### config.mk
export PLATFORM = sky130hd
export DESIGN_NAME = pipe_hazard_ctrl
export DESIGN_NICKNAME = d
export VERILOG_FILES = /design/src/rtl/pipe_hazard_ctrl_pkg.sv /design/src/rtl/hazard_detect.sv /design/src/rtl/pipe_hazard_ctrl.sv
export SDC_FILE = /design/constraint.sdc
export NUM_CORES = 1
export LEC_CHECK = 0
export BUFFER_PORTS_ARGS = -buffer_cell sky130_fd_sc_hd__buf_2
export CAP_MARGIN = 30
export CORE_UTILIZATION = 51
export DETAILED_ROUTE_END_ITERATION = 10
export PLACE_DENSITY = 0.9
export SYNTH_ARGS = -nofsm -noshare
export SYNTH_HDL_FRONTEND = slang
export SYNTH_SLANG_ARGS = --single-unit
### constraint.sdc
create_clock -name clk -period 6.42 [get_ports clk]
set_clock_uncertainty 0.15 [all_clocks]
set_input_delay 1.284 -clock clk [delete_from_list [all_inputs] [get_ports clk]]
set_output_delay 1.284 -clock clk [all_outputs]
set_load 0.01 [all_outputs]
### src/rtl/pipe_hazard_ctrl_pkg.sv
// ============================================================================
// Module   : pipe_ctrl_pkg
// Brief    : Shared state encoding, EX opcodes and width defaults for the
//            pipeline stall/flush sequencer.
// Revision : 1.0 - initial release
// ============================================================================
`default_nettype none

package pipe_ctrl_pkg;

  typedef enum logic [1:0] {
    ST_RUN    = 2'd0,
    ST_LSTALL = 2'd1,
    ST_FLUSH  = 2'd2,
    ST_MULTI  = 2'd3
  } state_t;

  localparam logic [3:0] OP_MUL        = 4'd1;
  localparam logic [3:0] OP_DIV        = 4'd2;
  localparam int         REG_W_DEFAULT = 4;

  function automatic logic is_multi_op(input logic [3:0] op);
    return (op == OP_MUL) || (op == OP_DIV);
  endfunction

endpackage

`default_nettype wire

### src/rtl/hazard_detect.sv
// ============================================================================
// Module   : hazard_detect
// Brief    : Combinational load-use and multi-cycle-op detection between ID/EX.
// Revision : 1.0 - initial release
// ============================================================================
`default_nettype none

module hazard_detect
  import pipe_ctrl_pkg::*;
#(
  parameter int REG_W = REG_W_DEFAULT
) (
  input  logic             i_id_valid,
  input  logic [REG_W-1:0] i_id_rs1,
  input  logic [REG_W-1:0] i_id_rs2,
  input  logic             i_id_uses_rs2,
  input  logic             i_ex_valid,
  input  logic [3:0]       i_ex_aluop,
  input  logic             i_ex_memToReg,
  input  logic [1:0]       i_ex_regWrite,
  input  logic [REG_W-1:0] i_ex_rd,
  output logic             o_load_use,
  output logic             o_is_multi
);

  logic w_rs1_hit;
  logic w_rs2_hit;

  // R0 is a real register here, so no zero-index exclusion.
  assign w_rs1_hit  = (i_ex_rd == i_id_rs1);
  assign w_rs2_hit  = i_id_uses_rs2 && (i_ex_rd == i_id_rs2);
  assign o_load_use = i_id_valid && i_ex_valid && i_ex_memToReg &&
                      (i_ex_regWrite != 2'b00) && (w_rs1_hit || w_rs2_hit);
  assign o_is_multi = i_ex_valid && is_multi_op(i_ex_aluop);

endmodule

`default_nettype wire

### src/rtl/pipe_hazard_ctrl.sv
// ============================================================================
// Module   : pipe_hazard_ctrl
// Brief    : Stall/flush sequencer for the 4-stage pipeline. Optional cycle
//            counters enabled by macro PIPE_HAZARD_PERF_EN.
// Revision : 1.0 - initial release
// ============================================================================
`default_nettype none

module pipe_hazard_ctrl
  import pipe_ctrl_pkg::*;
#(
  parameter int FLUSH_CYCLES  = 2,
  parameter int MULTI_TIMEOUT = 32,
  parameter int REG_W         = REG_W_DEFAULT
) (
  input  logic             clk,
  input  logic             reset,
  input  logic             id_valid,
  input  logic [REG_W-1:0] id_rs1,
  input  logic [REG_W-1:0] id_rs2,
  input  logic             id_uses_rs2,
  input  logic             ex_valid,
  input  logic [3:0]       ex_aluop,
  input  logic             ex_memToReg,
  input  logic [1:0]       ex_regWrite,
  input  logic [REG_W-1:0] ex_rd,
  input  logic             branch_taken,
  input  logic             multi_done,
  output logic             pc_stall,
  output logic             ifid_stall,
  output logic             idex_bubble,
  output logic             ex_hold,
  output logic             flush,
  output logic             multi_err,
  output logic [1:0]       state_o
`ifdef PIPE_HAZARD_PERF_EN
  ,
  output logic [15:0]      stall_cycles,
  output logic [15:0]      flush_cycles
`endif
);

  localparam logic [2:0] c_flush_init = 3'(FLUSH_CYCLES - 1);
  localparam logic [7:0] c_to_last    = 8'(MULTI_TIMEOUT - 1);

  state_t     r_state;
  state_t     w_state_nxt;
  logic [2:0] r_flush_cnt;
  logic [2:0] w_flush_cnt_nxt;
  logic [7:0] r_to_cnt;
  logic [7:0] w_to_cnt_nxt;
  logic       r_multi_err;
  logic       w_err_nxt;
  logic       w_load_use;
  logic       w_is_multi;

  hazard_detect #(.REG_W(REG_W)) u_hazard_detect (
    .i_id_valid    (id_valid),
    .i_id_rs1      (id_rs1),
    .i_id_rs2      (id_rs2),
    .i_id_uses_rs2 (id_uses_rs2),
    .i_ex_valid    (ex_valid),
    .i_ex_aluop    (ex_aluop),
    .i_ex_memToReg (ex_memToReg),
    .i_ex_regWrite (ex_regWrite),
    .i_ex_rd       (ex_rd),
    .o_load_use    (w_load_use),
    .o_is_multi    (w_is_multi)
  );

  always_ff @(posedge clk) begin
    if (!reset) begin
      r_state     <= ST_RUN;
      r_flush_cnt <= 3'd0;
      r_to_cnt    <= 8'd0;
      r_multi_err <= 1'b0;
    end else begin
      r_state     <= w_state_nxt;
      r_flush_cnt <= w_flush_cnt_nxt;
      r_to_cnt    <= w_to_cnt_nxt;
      r_multi_err <= w_err_nxt;
    end
  end

  always_comb begin
    pc_stall        = 1'b0;
    ifid_stall      = 1'b0;
    idex_bubble     = 1'b0;
    ex_hold         = 1'b0;
    flush           = 1'b0;
    w_state_nxt     = r_state;
    w_flush_cnt_nxt = r_flush_cnt;
    w_to_cnt_nxt    = r_to_cnt;
    w_err_nxt       = 1'b0;
    if (!reset) begin
      flush = 1'b1;
    end else begin
      case (r_state)
        ST_RUN, ST_LSTALL: begin
          if (branch_taken) begin
            flush = 1'b1;
            if (FLUSH_CYCLES > 1) begin
              w_state_nxt     = ST_FLUSH;
              w_flush_cnt_nxt = c_flush_init;
            end else begin
              w_state_nxt = ST_RUN;
            end
          end else if (w_is_multi && (r_state == ST_RUN)) begin
            pc_stall     = 1'b1;
            ifid_stall   = 1'b1;
            ex_hold      = 1'b1;
            w_state_nxt  = ST_MULTI;
            w_to_cnt_nxt = 8'd0;
          end else if (w_load_use) begin
            pc_stall    = 1'b1;
            ifid_stall  = 1'b1;
            idex_bubble = 1'b1;
            w_state_nxt = ST_LSTALL;
          end else begin
            w_state_nxt = ST_RUN;
          end
        end
        ST_FLUSH: begin
          // Count covers the remaining flush cycles after the branch cycle.
          flush           = 1'b1;
          w_flush_cnt_nxt = r_flush_cnt - 3'd1;
          if (r_flush_cnt <= 3'd1) begin
            w_state_nxt = ST_RUN;
          end
        end
        ST_MULTI: begin
          pc_stall     = 1'b1;
          ifid_stall   = 1'b1;
          w_to_cnt_nxt = r_to_cnt + 8'd1;
          if (multi_done) begin
            w_state_nxt = ST_RUN;
          end else if (r_to_cnt == c_to_last) begin
            w_err_nxt   = 1'b1;
            w_state_nxt = ST_RUN;
          end else begin
            ex_hold = 1'b1;
          end
        end
        default: w_state_nxt = ST_RUN;
      endcase
    end
  end

  assign multi_err = r_multi_err;
  assign state_o   = r_state;

`ifdef PIPE_HAZARD_PERF_EN
  logic [15:0] r_stall_cycles;
  logic [15:0] r_flush_cycles;

  always_ff @(posedge clk) begin
    if (!reset) begin
      r_stall_cycles <= 16'd0;
      r_flush_cycles <= 16'd0;
    end else begin
      if (pc_stall && !flush && (r_stall_cycles != 16'hFFFF)) begin
        r_stall_cycles <= r_stall_cycles + 16'd1;
      end
      if (flush && (r_flush_cycles != 16'hFFFF)) begin
        r_flush_cycles <= r_flush_cycles + 16'd1;
      end
    end
  end

  assign stall_cycles = r_stall_cycles;
  assign flush_cycles = r_flush_cycles;
`endif

endmodule

`default_nettype wire
# After elaboration in Yosys (flattened, before gate mapping)

Index checks and enable logic that the tools add are counted.

Equality and inequality tests: 13
Magnitude comparators: 1
Mux-type cells: 31
$add $sub $neg: 2
Bitwise logic cells: 2
Reductions and logical operators: 18

Operator list:

| operator              | count |
|---|---|
| $mux W1               | 17 |
| $mux W8               | 2 |
| $pmux W8 S2           | 1 |
| $mux W2               | 5 |
| $add A8 B1 Y8 const B | 1 |
| $eq A4 B4 Y1          | 2 |
| $eq A8 B5 Y1 const B  | 1 |
| $ne A2 B2 Y1 const B  | 4 |
| $logic_and A1 B1 Y1   | 7 |
| $pmux W1 S2           | 3 |
| $pmux W2 S3           | 1 |
| $pmux W3 S2           | 1 |
| $reduce_bool A2 Y1    | 3 |
| $eq A2 B2 Y1 const B  | 2 |
| $eq A4 B1 Y1 const B  | 1 |
| $eq A4 B2 Y1 const B  | 1 |
| $reduce_and A2 Y1     | 2 |
| $le A3 B1 Y1 const B  | 1 |
| $mux W3               | 1 |
| $ne A3 B3 Y1 const B  | 1 |
| $reduce_and A3 Y1     | 1 |
| $reduce_or A3 Y1      | 1 |
| $sub A3 B1 Y3 const B | 1 |
| $eq A2 B1 Y1 const B  | 1 |
| 4 further kinds       | 6 |

Output and inout bits: 8
Flip-flop bits (word level): 14
Bits of input ports: 26

# Depth between registers and ports, before layout

Depth after elaboration: 9
Mapped depth: 6
Depth with buffers taken out: 6

# By module

Synthesis repeated with hierarchy kept, for this count alone.

Cell total of the unflattened synthesis: 116
Area total of the unflattened synthesis: 979.7 um^2

Modules (own cells, without submodules):

| module           | times used | cells an instance | area an instance (um^2) |
|---|---|---|---|
| pipe_hazard_ctrl | 1          | 101               | 862.1 |
| hazard_detect    | 1          | 15                | 117.6 |

# Worst setup path before layout

No wires, ideal clock.

Kind: input to output
Start point: input port ex_aluop[3]
End point: output port pc_stall
Stages: 5
Setup slack: 2.190 ns
Data arrival time: 2.796 ns
Cell sequence: or4b_4 or3_1 buf_2 a31oi_1 buf_4

Longest elaborated chain between the ends: 8
Elaborated cells on any way between the ends: 9
Classes of those cells: eq/ne (2); mux (4); reduce/logical (3)

RTL lines:

| element                                      | RTL line                   | source |
|---|---|---|
| start, declared                              | pipe_hazard_ctrl.sv:23     | `input logic [3:0] ex_aluop,` |
| $eq A4 B1 Y1 or $eq A4 B2 Y1 (tied branches) | pipe_hazard_ctrl_pkg.sv:23 | `return (op == OP_MUL) \|\| (op == OP_DIV);` |
| $logic_or A1 B1 Y1 *                         | pipe_hazard_ctrl_pkg.sv:23 |  |
| $logic_and A1 B1 Y1 *                        | hazard_detect.sv:34        | `assign o_is_multi = i_ex_valid && is_multi_op(i_ex_aluop);` |
| $logic_and A1 B1 Y1 *                        | pipe_hazard_ctrl.sv:108    | `end else if (w_is_multi && (r_state == ST_RUN)) begin` |
| $mux W1 * (2 in series)                      | -                          |  |
| $pmux W1 S2 *                                | -                          |  |
| $mux W1 *                                    | -                          |  |
| end, declared                                | pipe_hazard_ctrl.sv:29     | `output logic pc_stall,` |

Every way passes the cells marked *; elsewhere a longest branch is shown, timed or not.

# Worst setup path after layout

Start point: input port ex_aluop[3]
End point: output port ex_hold

Longest elaborated chain between the ends: 8
Elaborated cells on any way between the ends: 9
Classes of those cells: eq/ne (2); mux (4); reduce/logical (3)

RTL lines:

| element                                      | RTL line                   | source |
|---|---|---|
| $eq A4 B1 Y1 or $eq A4 B2 Y1 (tied branches) | pipe_hazard_ctrl_pkg.sv:23 |  |
| $logic_or A1 B1 Y1 *                         | pipe_hazard_ctrl_pkg.sv:23 |  |
| $logic_and A1 B1 Y1 *                        | hazard_detect.sv:34        |  |
| $logic_and A1 B1 Y1 *                        | pipe_hazard_ctrl.sv:108    |  |
| $mux W1 *                                    | pipe_hazard_ctrl.sv:108    |  |
| $mux W1 *                                    | pipe_hazard_ctrl.sv:100    | `if (branch_taken) begin` |
| $pmux W1 S2 *                                | pipe_hazard_ctrl.sv:98     | `case (r_state)` |
| $mux W1 *                                    | pipe_hazard_ctrl.sv:95     | `if (!reset) begin` |
| end, declared                                | pipe_hazard_ctrl.sv:32     | `output logic ex_hold,` |

Marks and branches as above.

==> impl_metrics.yaml <==
clocking:
  cts_resized: 0
  htree_levels: 1
  clk_path_buf_depth: 2
  clk_pin_slew_ps: 90
  insertion_delay_ps: 280
  cts.sinks: 14
  numCtsBuffers: 3
  cts_tree: "yes"
  post_cts_buffers: 0
  root_buffer: "clkbuf_4"
  ctsHoldBuffers: 0
routing:
  drt_iter0_drc: 32
  vias: 873
  avgViaCountPerCell: 5.743
  wl_um: 1923
  wire_per_inst_um: 12.65
  dr.pass1.iters: 7
  drcViolationCount: 2
  ant_nets: 0
worst_setup_path:
  crit_family: "simple AND/OR/NAND/NOR gates"
  crit_path_start_kind: "input pin"
  cp.arrival_ps: 2900
  cp.required_ps: 4990
  ff2ff_setup_slack_ps: 4360
  cp_common_cell: "buf_2"
  cp.buffers_inverters: 2
  r2r-end: "r_to_cnt[7]"
  cp-end-kind: "output port"
  crit_fanout: 6
  critPathMaxStageDelay_ps: 520
  crit_chain: "buf_2 > or4b_4 > or3_1 > o21ai_0 > and3_1 > buf_2"
  r2r-start: "state_o[0]"
  rr_worst_depth: 5
  crit_type: "in2out"
  crit_slowest_cell: "or4b_4"
yosys:
  syn_avg_cell_area_sq_um: 8.503
  synth_area_sq_um: 875.8
  syn_nets: 132
  ys_warn_count: 0
  ys_top_cells_by_count: "dfxtp_1, xor2_1, nor2_1"
  synth_edf_count: 0
  synth_top_cell_by_area: "dfxtp_1"
  ys_seq_area_share_pct: 32.00
  synthDominantCellAreaShare_pct: 32.00
  synth_cells: 103
  ys_ff_latch: 14
  synthArstFlopShare_pct: 0
  synth.area.top_cells: "dfxtp_1, xor2_1, nor2_1"
  synth_cell_type_count: 31
  ys.flop_type: "dfxtp_1"
run_status:
  violations: "design-rule violations"
  status: "complete, but fails checks"
worst_hold_path:
  hold_class: "reg2reg"
  worstHoldStart: "r_to_cnt[7]"
  min_delay_worst_endpoint: "r_to_cnt[7]"
  hold_depth: 2
finish:
  num-fill-cells: 133
  layout-drive-gt1-share_pct: 30.15
  diodes: 0
  finalNetCount: 166
  area_growth_pct: 23.00
die:
  ioPinCount: 34
  placementRows: 14
  die_y_um: 43.44
  die_area_sq_mm: 0.001887
  initial_core_util_pct: 56.18
  core_area_sq_mm: 0.001559
  die_w_um: 43.44
global_route:
  grt_pass1_wl_um: 3387
  grt_pass1_vias: 874
  grt_max_degree: 16
  grt_remaining_overflow: 0
  antenna_found_initial: 0
  track_usage_pct: 23.61
timing:
  worst_pin_slew_ps: 533.9
  clock.fmax_ghz: 0.2306
  fin_ws_ps: 2084
  slew_viol_final: 0
  finalHoldViolCount: 0
  period_share_pct: 67.54
  setup_violations: 0
  fin_crit_ps: 4336
  rsz0062_at_grt: "false"
  maxSlewHeadroom_pct: 64.36
  final.setup.tns_ps: 0
power:
  switching_share_pct: 26.99
  vdd_drop_max_mv: 0.09795
  power.density_mw_per_mm2: 178.0
  switchingPower_mw: 0.05175
  power.leakage_nw: 0.5073
  power.internal_mw: 0.1400
  clockPowerShare_pct: 33.8
  total_power_mw: 0.1918
  pwr-share-seq_pct: 48.6
  combPwrFrac_pct: 17.6
run:
  maxCapViolations: 0
placement:
  io_buffers: 33
  dp_slack_ps: 2085
  dpl.hpwl_um: 1501
  globalplace.congestion: 0.7686
## layer usage
layer	wire [um]	vias to the layer above	track usage, %
met1	831	392	27.39
met3	109	6	4.583
li1	-	430	-
met5	0	-	0
met2	934	45	41.21
met4	47	0	11.88
## power groups by stage
stage          Clock, mW  Combinational [mW]  Sequential (mW)
2_1_floorplan          0              0.0199           0.0936
3_3_place_gp           0              0.0311           0.0950
3_5_place_dp           0              0.0332           0.0952
4_1_cts           0.0653              0.0340           0.0932
5_1_grt           0.0687              0.0379           0.0936
6_report          0.0648              0.0337           0.0933
## flip-flops by register name, summed over array words and instances, names as in the netlist
| register | cells |
|---|---|
| r_to_cnt | 8 |
| r_flush_cnt | 3 |
| state_o | 2 |
| multi_err | 1 |
## worst register-to-register path, delay by kind of cell (launching register included)
kind | cells | cell delay (ps)
xor gates and xnor gates | 1 | 160
DFF | 1 | 370
AOI/OAI and AO/OA | 1 | 480
and+or+nand+nor | 3 | 800
## area by class of cell
type                       instances  area [sq um]  area share (%)
clock buffer                       4         36.28           3.368
inverter                           4         15.01           1.394
multi-input combinational         81         560.5           52.03
sequential                        14         280.3           26.02
timing repair buffer              33         165.2           15.33
tap                               16         20.02           1.858
## worst max-delay path by stage
| stage | startpoint | endpoint | cells after the start | slack (ps) |
|---|---|---|---|---|
| final | ex_aluop[3] | ex_hold | 6 | 2080 |
| after global routing | ex_aluop[3] | ex_hold | 6 | 1990 |
| after CTS | ex_aluop[3] | ex_hold | 6 | 2080 |
| after detailed placement | ex_aluop[3] | ex_hold | 6 | 2080 |
| after global placement | ex_aluop[3] | ex_hold | 6 | 2140 |
| after floorplan | ex_aluop[3] | pc_stall | 5 | 2190 |
## logic make-up (layout without fill, tap and decap cells)
logic type	count (synthesis)	after routing	share of synthesized area, %
adder cells (fa/ha/maj)	3	3	4.286
flip-flops	14	14	32.00
AND/OR/NAND/NOR	42	42	25.29
XOR/XNOR	17	17	17.00
AO/OA/AOI/OAI	18	18	16.29
buffers and inverters	8	41	4.000
multiplexers	1	1	1.143
## metrics by stage
step / std cells / utilization (%) / area, sq um / hold WS [ps]
finish: 152 / 69.10 / 1077 / 380.5
global route: 152 / 69.10 / 1077 / 435.7
CTS: 152 / 69.10 / 1077 / 386.7
detailed placement: 148 / 66.77 / 1041 / 368.2
global placement: 148 / 66.77 / 1041 / 347.5
floorplan: 103 / - / 875.8 / 329.4
## cell usage in the layout (no fill, tap or decap)
cell,synthesis,final
o31a_1,1,1
and2_2,1,1
o2111a_1,1,1
o21ai_0,5,5
and3_1,4,4
dfxtp_1,14,14
a21oi_1,4,4
o31ai_1,1,1
or3_1,1,1
nand4_1,5,5
nor3_1,2,2
o21ai_4,1,1
nor4_1,3,3
ha_1,3,3
inv_1,4,4
clkbuf_4,0,3
nand2b_1,1,1
nand3_1,1,1
nor3b_1,1,1
xor2_1,14,14
o41ai_4,1,1
mux2i_1,1,1
buf_2,1,33
nand2_1,7,7
nor2b_1,3,3
xnor2_1,3,3
nor2_1,12,12
or4b_4,1,1
a22oi_1,1,1
clkbuf_8,0,1
a31oi_1,3,3
Power figures use the tool's default switching activity.
